--- config.mk ---
export PLATFORM = sky130hd
export DESIGN_NAME = multicycle_ctrl
export DESIGN_NICKNAME = d
export VERILOG_FILES = /design/src/rtl/multicycle_ctrl_pkg.sv /design/src/rtl/multicycle_ctrl_aludec.sv /design/src/rtl/multicycle_ctrl.sv
export SDC_FILE = /design/constraint.sdc
export NUM_CORES = 1
export LEC_CHECK = 0
export BUFFER_PORTS_ARGS = -buffer_cell sky130_fd_sc_hd__buf_4
export CORE_MARGIN = 4
export CORE_UTILIZATION = 48
export CTS_BUF_LIST = sky130_fd_sc_hd__clkbuf_8
export CTS_CLUSTER_SIZE = 25
export DETAILED_ROUTE_END_ITERATION = 7
export GPL_ROUTABILITY_DRIVEN = 0
export PLACE_DENSITY = 0.91
export SETUP_SLACK_MARGIN = 0.02
export SKIP_LAST_GASP = 1
export SYNTH_ARGS = -nofsm -noshare
export SYNTH_HDL_FRONTEND = slang
export SYNTH_SLANG_ARGS = --single-unit
--- constraint.sdc ---
create_clock -name clk -period 1.7 [get_ports clk]
set_input_delay 0.34 -clock clk [delete_from_list [all_inputs] [get_ports clk]]
set_output_delay 0.34 -clock clk [all_outputs]
set_load 0.05 [all_outputs]
--- src/rtl/multicycle_ctrl_pkg.sv ---
// Shared encodings for the multicycle RV32I control unit: FSM states, ALUOp,
// opcodes and the datapath mux/ALU select codes.
package riscv_mc_pkg;

  typedef enum logic [3:0] {
    FETCH, DECODE, MEMADR, MEMREAD, MEMWB, MEMWRITE,
    EXECUTER, EXECUTEI, ALUWB, BEQ, JAL
  } statetype_t;

  localparam logic [1:0] ALUOP_ADD   = 2'b00;
  localparam logic [1:0] ALUOP_SUB   = 2'b01;
  localparam logic [1:0] ALUOP_FUNCT = 2'b10;

  localparam logic [6:0] OP_LOAD  = 7'b0000011;
  localparam logic [6:0] OP_STORE = 7'b0100011;
  localparam logic [6:0] OP_R     = 7'b0110011;
  localparam logic [6:0] OP_I     = 7'b0010011;
  localparam logic [6:0] OP_BEQ   = 7'b1100011;
  localparam logic [6:0] OP_JAL   = 7'b1101111;

  localparam logic [1:0] SRCA_PC    = 2'b00;
  localparam logic [1:0] SRCA_OLDPC = 2'b01;
  localparam logic [1:0] SRCA_RD1   = 2'b10;

  localparam logic [1:0] SRCB_RD2  = 2'b00;
  localparam logic [1:0] SRCB_IMM  = 2'b01;
  localparam logic [1:0] SRCB_FOUR = 2'b10;

  localparam logic [1:0] RES_ALUOUT    = 2'b00;
  localparam logic [1:0] RES_DATA      = 2'b01;
  localparam logic [1:0] RES_ALURESULT = 2'b10;

  localparam logic [1:0] IMM_I = 2'b00;
  localparam logic [1:0] IMM_S = 2'b01;
  localparam logic [1:0] IMM_B = 2'b10;
  localparam logic [1:0] IMM_J = 2'b11;

  localparam logic [2:0] ALU_ADD = 3'b000;
  localparam logic [2:0] ALU_SUB = 3'b001;
  localparam logic [2:0] ALU_AND = 3'b010;
  localparam logic [2:0] ALU_OR  = 3'b011;
  localparam logic [2:0] ALU_SLT = 3'b101;

endpackage

--- src/rtl/multicycle_ctrl_aludec.sv ---
// ALU operation decoder: maps ALUOp plus instruction function fields to ALUControl.
// Purely combinational, zero latency, no flow control.
module aludec
  import riscv_mc_pkg::*;
(
  input  logic       op5_i,
  input  logic [2:0] funct3_i,
  input  logic       funct7b5_i,
  input  logic [1:0] alu_op_i,
  output logic [2:0] alu_control_o
);

  always_comb begin
    alu_control_o = ALU_ADD;
    case (alu_op_i)
      ALUOP_ADD: alu_control_o = ALU_ADD;
      ALUOP_SUB: alu_control_o = ALU_SUB;
      ALUOP_FUNCT: begin
        case (funct3_i)
          // Only R-type uses funct7b5 to pick sub; addi ignores it.
          3'b000:  alu_control_o = ({op5_i, funct7b5_i} == 2'b11) ? ALU_SUB : ALU_ADD;
          3'b010:  alu_control_o = ALU_SLT;
          3'b110:  alu_control_o = ALU_OR;
          3'b111:  alu_control_o = ALU_AND;
          default: alu_control_o = ALU_ADD;
        endcase
      end
      default: alu_control_o = ALU_ADD;
    endcase
  end

endmodule

--- src/rtl/multicycle_ctrl.sv ---
// Moore control FSM for the multicycle RV32I datapath plus retired-instruction counter.
// lw 5 cycles, sw/R/I/jal 4, beq 3; each mem_ready=0 cycle in a memory state stalls one cycle.
module multicycle_ctrl
  import riscv_mc_pkg::*;
#(
  parameter int INSTRET_W = 32
) (
  input  logic                 clk,
  input  logic                 reset,
  input  logic [6:0]           op,
  input  logic [2:0]           funct3,
  input  logic                 funct7b5,
  input  logic                 zero,
  input  logic                 mem_ready,
  output logic                 mem_req,
  output logic                 AdrSrc,
  output logic                 MemWrite,
  output logic                 IRWrite,
  output logic                 PCWrite,
  output logic                 RegWrite,
  output logic [1:0]           ALUSrcA,
  output logic [1:0]           ALUSrcB,
  output logic [1:0]           ResultSrc,
  output logic [1:0]           ImmSrc,
  output logic [2:0]           ALUControl,
  output logic                 illegal_op,
  output logic [INSTRET_W-1:0] instret
);

  statetype_t           state_q, state_d;
  logic [INSTRET_W-1:0] instret_q;
  logic [1:0]           alu_op;
  logic                 pc_update, branch, retire;

  always_ff @(posedge clk) begin
    if (reset) begin
      state_q   <= FETCH;
      instret_q <= '0;
    end else begin
      state_q <= state_d;
      if (retire) instret_q <= instret_q + INSTRET_W'(1);
    end
  end

  always_comb begin
    state_d    = state_q;
    mem_req    = 1'b0;
    AdrSrc     = 1'b0;
    MemWrite   = 1'b0;
    IRWrite    = 1'b0;
    RegWrite   = 1'b0;
    pc_update  = 1'b0;
    branch     = 1'b0;
    ALUSrcA    = SRCA_PC;
    ALUSrcB    = SRCB_RD2;
    ResultSrc  = RES_ALUOUT;
    alu_op     = ALUOP_ADD;
    illegal_op = 1'b0;
    retire     = 1'b0;
    case (state_q)
      FETCH: begin
        mem_req   = 1'b1;
        ALUSrcB   = SRCB_FOUR;
        ResultSrc = RES_ALURESULT;
        IRWrite   = mem_ready;
        pc_update = mem_ready;
        if (mem_ready) state_d = DECODE;
      end
      DECODE: begin
        ALUSrcA = SRCA_OLDPC;
        ALUSrcB = SRCB_IMM;
        case (op)
          OP_LOAD, OP_STORE: state_d = MEMADR;
          OP_R:              state_d = EXECUTER;
          OP_I:              state_d = EXECUTEI;
          OP_BEQ:            state_d = BEQ;
          OP_JAL:            state_d = JAL;
          default: begin
            state_d    = FETCH;
            illegal_op = 1'b1;
          end
        endcase
      end
      MEMADR: begin
        ALUSrcA = SRCA_RD1;
        ALUSrcB = SRCB_IMM;
        state_d = (op == OP_LOAD) ? MEMREAD : MEMWRITE;
      end
      MEMREAD: begin
        mem_req = 1'b1;
        AdrSrc  = 1'b1;
        if (mem_ready) state_d = MEMWB;
      end
      MEMWB: begin
        ResultSrc = RES_DATA;
        RegWrite  = 1'b1;
        retire    = 1'b1;
        state_d   = FETCH;
      end
      MEMWRITE: begin
        mem_req  = 1'b1;
        AdrSrc   = 1'b1;
        MemWrite = 1'b1;
        if (mem_ready) begin
          retire  = 1'b1;
          state_d = FETCH;
        end
      end
      EXECUTER: begin
        ALUSrcA = SRCA_RD1;
        alu_op  = ALUOP_FUNCT;
        state_d = ALUWB;
      end
      EXECUTEI: begin
        ALUSrcA = SRCA_RD1;
        ALUSrcB = SRCB_IMM;
        alu_op  = ALUOP_FUNCT;
        state_d = ALUWB;
      end
      ALUWB: begin
        RegWrite = 1'b1;
        retire   = 1'b1;
        state_d  = FETCH;
      end
      BEQ: begin
        ALUSrcA = SRCA_RD1;
        alu_op  = ALUOP_SUB;
        branch  = 1'b1;
        retire  = 1'b1;
        state_d = FETCH;
      end
      JAL: begin
        ALUSrcA   = SRCA_OLDPC;
        ALUSrcB   = SRCB_FOUR;
        pc_update = 1'b1;
        state_d   = ALUWB;
      end
      default: state_d = FETCH;
    endcase
  end

  always_comb begin
    case (op)
      OP_STORE: ImmSrc = IMM_S;
      OP_BEQ:   ImmSrc = IMM_B;
      OP_JAL:   ImmSrc = IMM_J;
      default:  ImmSrc = IMM_I;
    endcase
  end

  assign PCWrite = pc_update | (branch & zero);
  assign instret = instret_q;

  aludec u_aludec (
    .op5_i         (op[5]),
    .funct3_i      (funct3),
    .funct7b5_i    (funct7b5),
    .alu_op_i      (alu_op),
    .alu_control_o (ALUControl)
  );

endmodule

==> flow_metrics.py <==
metrics = {
    "logic_synthesis": {
        "syn-num-nets": 287,
        "synthFlopType": "dfxtp_1",
        "yosys_warnings": 0,
        "synth_seq_cells": 36,
        "yosysTopAreaCellShare_pct": 34.1,
        "synth_area_um2": 2110,
        "synth.area.top_cells": "dfxtp_1 34%, xor2_1 7.9%, nor2_1 7.1%",
        "ys_async_sr_fraction_pct": 0,
        "avgSynthCellArea_um2": 7.85,
        "seq_area_frac_synth_pct": 34.1,
        "synth_edf_count": 0,
        "synth_cell_types": 48,
        "synth_most_common_cell": "nor2_1",
        "synth_area_leader_cell": "dfxtp_1",
        "synthCells": 269,
        "netlist_top_cells_count": "40 x nor2_1, 36 x dfxtp_1, 19 x nand2_1, 19 x xor2_1, 18 x a21oi_1",
    },
    "flow_run": {
        "maxCapViolCount": 0,
    },
    "floorplanning": {
        "coreArea_um2": 4120,
        "start_util_pct": 51.3,
        "top_level_ports": 65,
        "die-area_um2": 5520,
        "rows": 23,
        "die_x_um": 74.3,
        "die_y_um": 74.3,
    },
    "worst_setup_path": {
        "r2r_slack_ns": -0.08,
        "cp_data_required_time_ns": 1.36,
        "cp_max_fo": 4,
        "crit_arrival_ns": 1.71,
        "end_kind": "primary output",
        "cp-startpoint": "state_q[2]$_SDFFE_PP0P_",
        "startpoint_type": "flip-flop",
        "path_class": "flip-flop to primary output",
        "cp-endpoint": "ALUControl[0]",
        "r2r_cells": 8,
        "r2r_start": "state_q[2]$_SDFFE_PP0P_",
        "r2r-end": "instret[19]$_SDFFE_PP0P_",
    },
    "placement": {
        "dp_slack_ns": -0.0551,
        "numPortBuffers": 64,
        "dpl.hpwl_mm": 4.69,
    },
    "power_and_ir_drop": {
        "sw_frac_of_total_pct": 30.7,
        "p_total_mw": 1.77,
        "powerDensity_nw_per_um2": 472,
        "power_frac_clock_pct": 36.5,
        "switchingPower_uw": 544,
        "intPower_mw": 1.23,
        "p_seq_share_pct": 45.8,
        "ir_drop_v": 0.000352,
        "comb_power_share_pct": 17.6,
        "power_leakage_nw": 1.55,
    },
    "clock_network": {
        "clockBufferDepth": 2,
        "clockRootBuffer": "clkbuf_8",
        "cts-htree-levels": 2,
        "cts_buffers": 5,
        "clock_latency_ns": 0.31,
        "hold_buffers": 0,
        "clkTransAtPathRegs_ns": 0.09,
        "cts_tree": "yes",
        "clock-sinks": 36,
    },
    "global_routing": {
        "grt_pass1_vias": 2592,
        "grt.overflow.total": 0,
        "grt_max_degree": 29,
        "grt_first_pass_wirelength_mm": 12.2,
        "antenna_found_initial": 0,
        "grt_usage_pct": 28.7,
    },
    "cells_and_area": {
        "area_growth_pct": 77.9,
        "final_nets": 398,
        "final_layout_size_suffix_gt1_share_pct": 57.5,
        "n_antenna_cell": 0,
    },
    "route": {
        "drt_iter0_drc": 364,
        "wl_mm": 9.65,
        "drc": 0,
        "vias_per_cell": 6.61,
        "via_count": 2848,
        "avgRoutedWirePerCell_um": 22.4,
        "ant_nets": 0,
        "dr.pass1.iters": 6,
    },
    "outcome": {
        "outcome": "finished with violations",
        "violations": "setup timing",
    },
    "timing": {
        "min_period_over_period_pct": 120,
        "drv_slew": 0,
        "finClkSkew_ns": 0.0162,
        "period_minus_slack_ns": 2.05,
        "setup_slack_ns": -0.345,
        "slew_headroom_pct": 70.7,
        "rsz0062_at_grt": "true",
        "hold_viol": 0,
        "worstMarginPinSlew_ns": 0.436,
        "fmax_mhz": 489,
        "setup_viol": 27,
    },
    "worst_hold_path": {
        "hp-class": "primary input to flip-flop",
    },
}
-- logic make-up after synthesis --
group	count (synthesis)	synth area share (%)
flip-flops	36	34.1
buffers and inverters	21	3.85
XOR/XNOR	23	9.54
multiplexers	1	0.474
AO/OA/AOI/OAI	47	13.6
adder cells (fa/ha/maj)	3	1.78
AND/OR/NAND/NOR	138	36.6
-- layout by cell type, fill, tap and decap left out, types with 7 or more instances in the layout --
| cell | synthesis | final |
|---|---|---|
| dfxtp_2 | 0 | 7 |
| nand2_1 | 19 | 13 |
| xor2_1 | 19 | 18 |
| a21oi_1 | 18 | 11 |
| nor2_1 | 40 | 28 |
| nand3_1 | 12 | 9 |
| nand4_1 | 14 | 14 |
| or3_1 | 10 | 9 |
| buf_6 | 0 | 27 |
| buf_4 | 0 | 80 |
| dfxtp_4 | 0 | 23 |
| o21ai_0 | 12 | 11 |
-- sequential cells by signal, indices dropped and copies added (netlist names) --
signal   count
instret     32
state_q      4
-- worst min-delay path by stage --
stage,from,end,cells after the start
floorplan,op[0],state_q[1]$_SDFFE_PP0P_,2
global placement,instret[31]$_SDFFE_PP0P_,instret[31]$_SDFFE_PP0P_,2
detailed placement,instret[19]$_SDFFE_PP0P_,instret[19]$_SDFFE_PP0P_,2
CTS,op[0],state_q[1]$_SDFFE_PP0P_,3
global route,reset,instret[17]$_SDFFE_PP0P_,2
finish,op[4],state_q[2]$_SDFFE_PP0P_,3
-- per-layer routing --
layer,GRT usage (%),vias up,routed length (um)
met5,0,-,0
met1,30.4,1324,3290
li1,-,1184,-
met4,15.8,0,687
met2,51.9,250,4740
met3,7.16,90,933
-- final cells by class --
class                   count  area, um2
inverters                  10       47.5
clock buffers               5       68.8
well taps                  50       62.6
flip-flops and latches     36        816
clock inverters             3       18.8
fillers                   155        360
repair buffers            115       1040
multi-input cells         212       1700
-- timing repair --
action	in CTS	in global routing
buffers inserted	9	13
pin swaps	19	17
endpoints found under the setup margin	24	44
gates resized for setup	57	37
-- power groups by stage --
| stage | clock network (mW) | registers [mW] | logic, mW |
|---|---|---|---|
| after floorplan | 0 | 0.836 | 0.125 |
| after global placement | 0 | 0.835 | 0.214 |
| after detailed placement | 0 | 0.835 | 0.219 |
| after CTS | 0.613 | 0.815 | 0.256 |
| after global routing | 0.680 | 0.812 | 0.321 |
| final | 0.648 | 0.812 | 0.313 |
-- stage by stage --
step / cells / cell area (um2) / hold WS, ns / utilization [%] / TNS [ns]
finish: 431 / 3750 / 0.397 / 91.2 / -4.04
global route: 431 / 3750 / 0.405 / 91.2 / -5.55
CTS: 418 / 3490 / 0.357 / 84.9 / -1.64
detailed placement: 401 / 3110 / 0.483 / 75.7 / -0.202
global placement: 401 / 3110 / 0.468 / 75.7 / -0.0211
floorplan: 269 / 2440 / 0.508 / - / -0.665
-- critical path, cell delays in order (launching register included) --
cell and delay [ns]:
dfxtp_4 0.37, nand2b_4 0.16, nor2_4 0.13, nand2_4 0.09
ha_4 0.17, nor3b_2 0.15, nor2_2 0.14, nor2_4 0.04
buf_6 0.14
(Power assumes the default switching activity.)
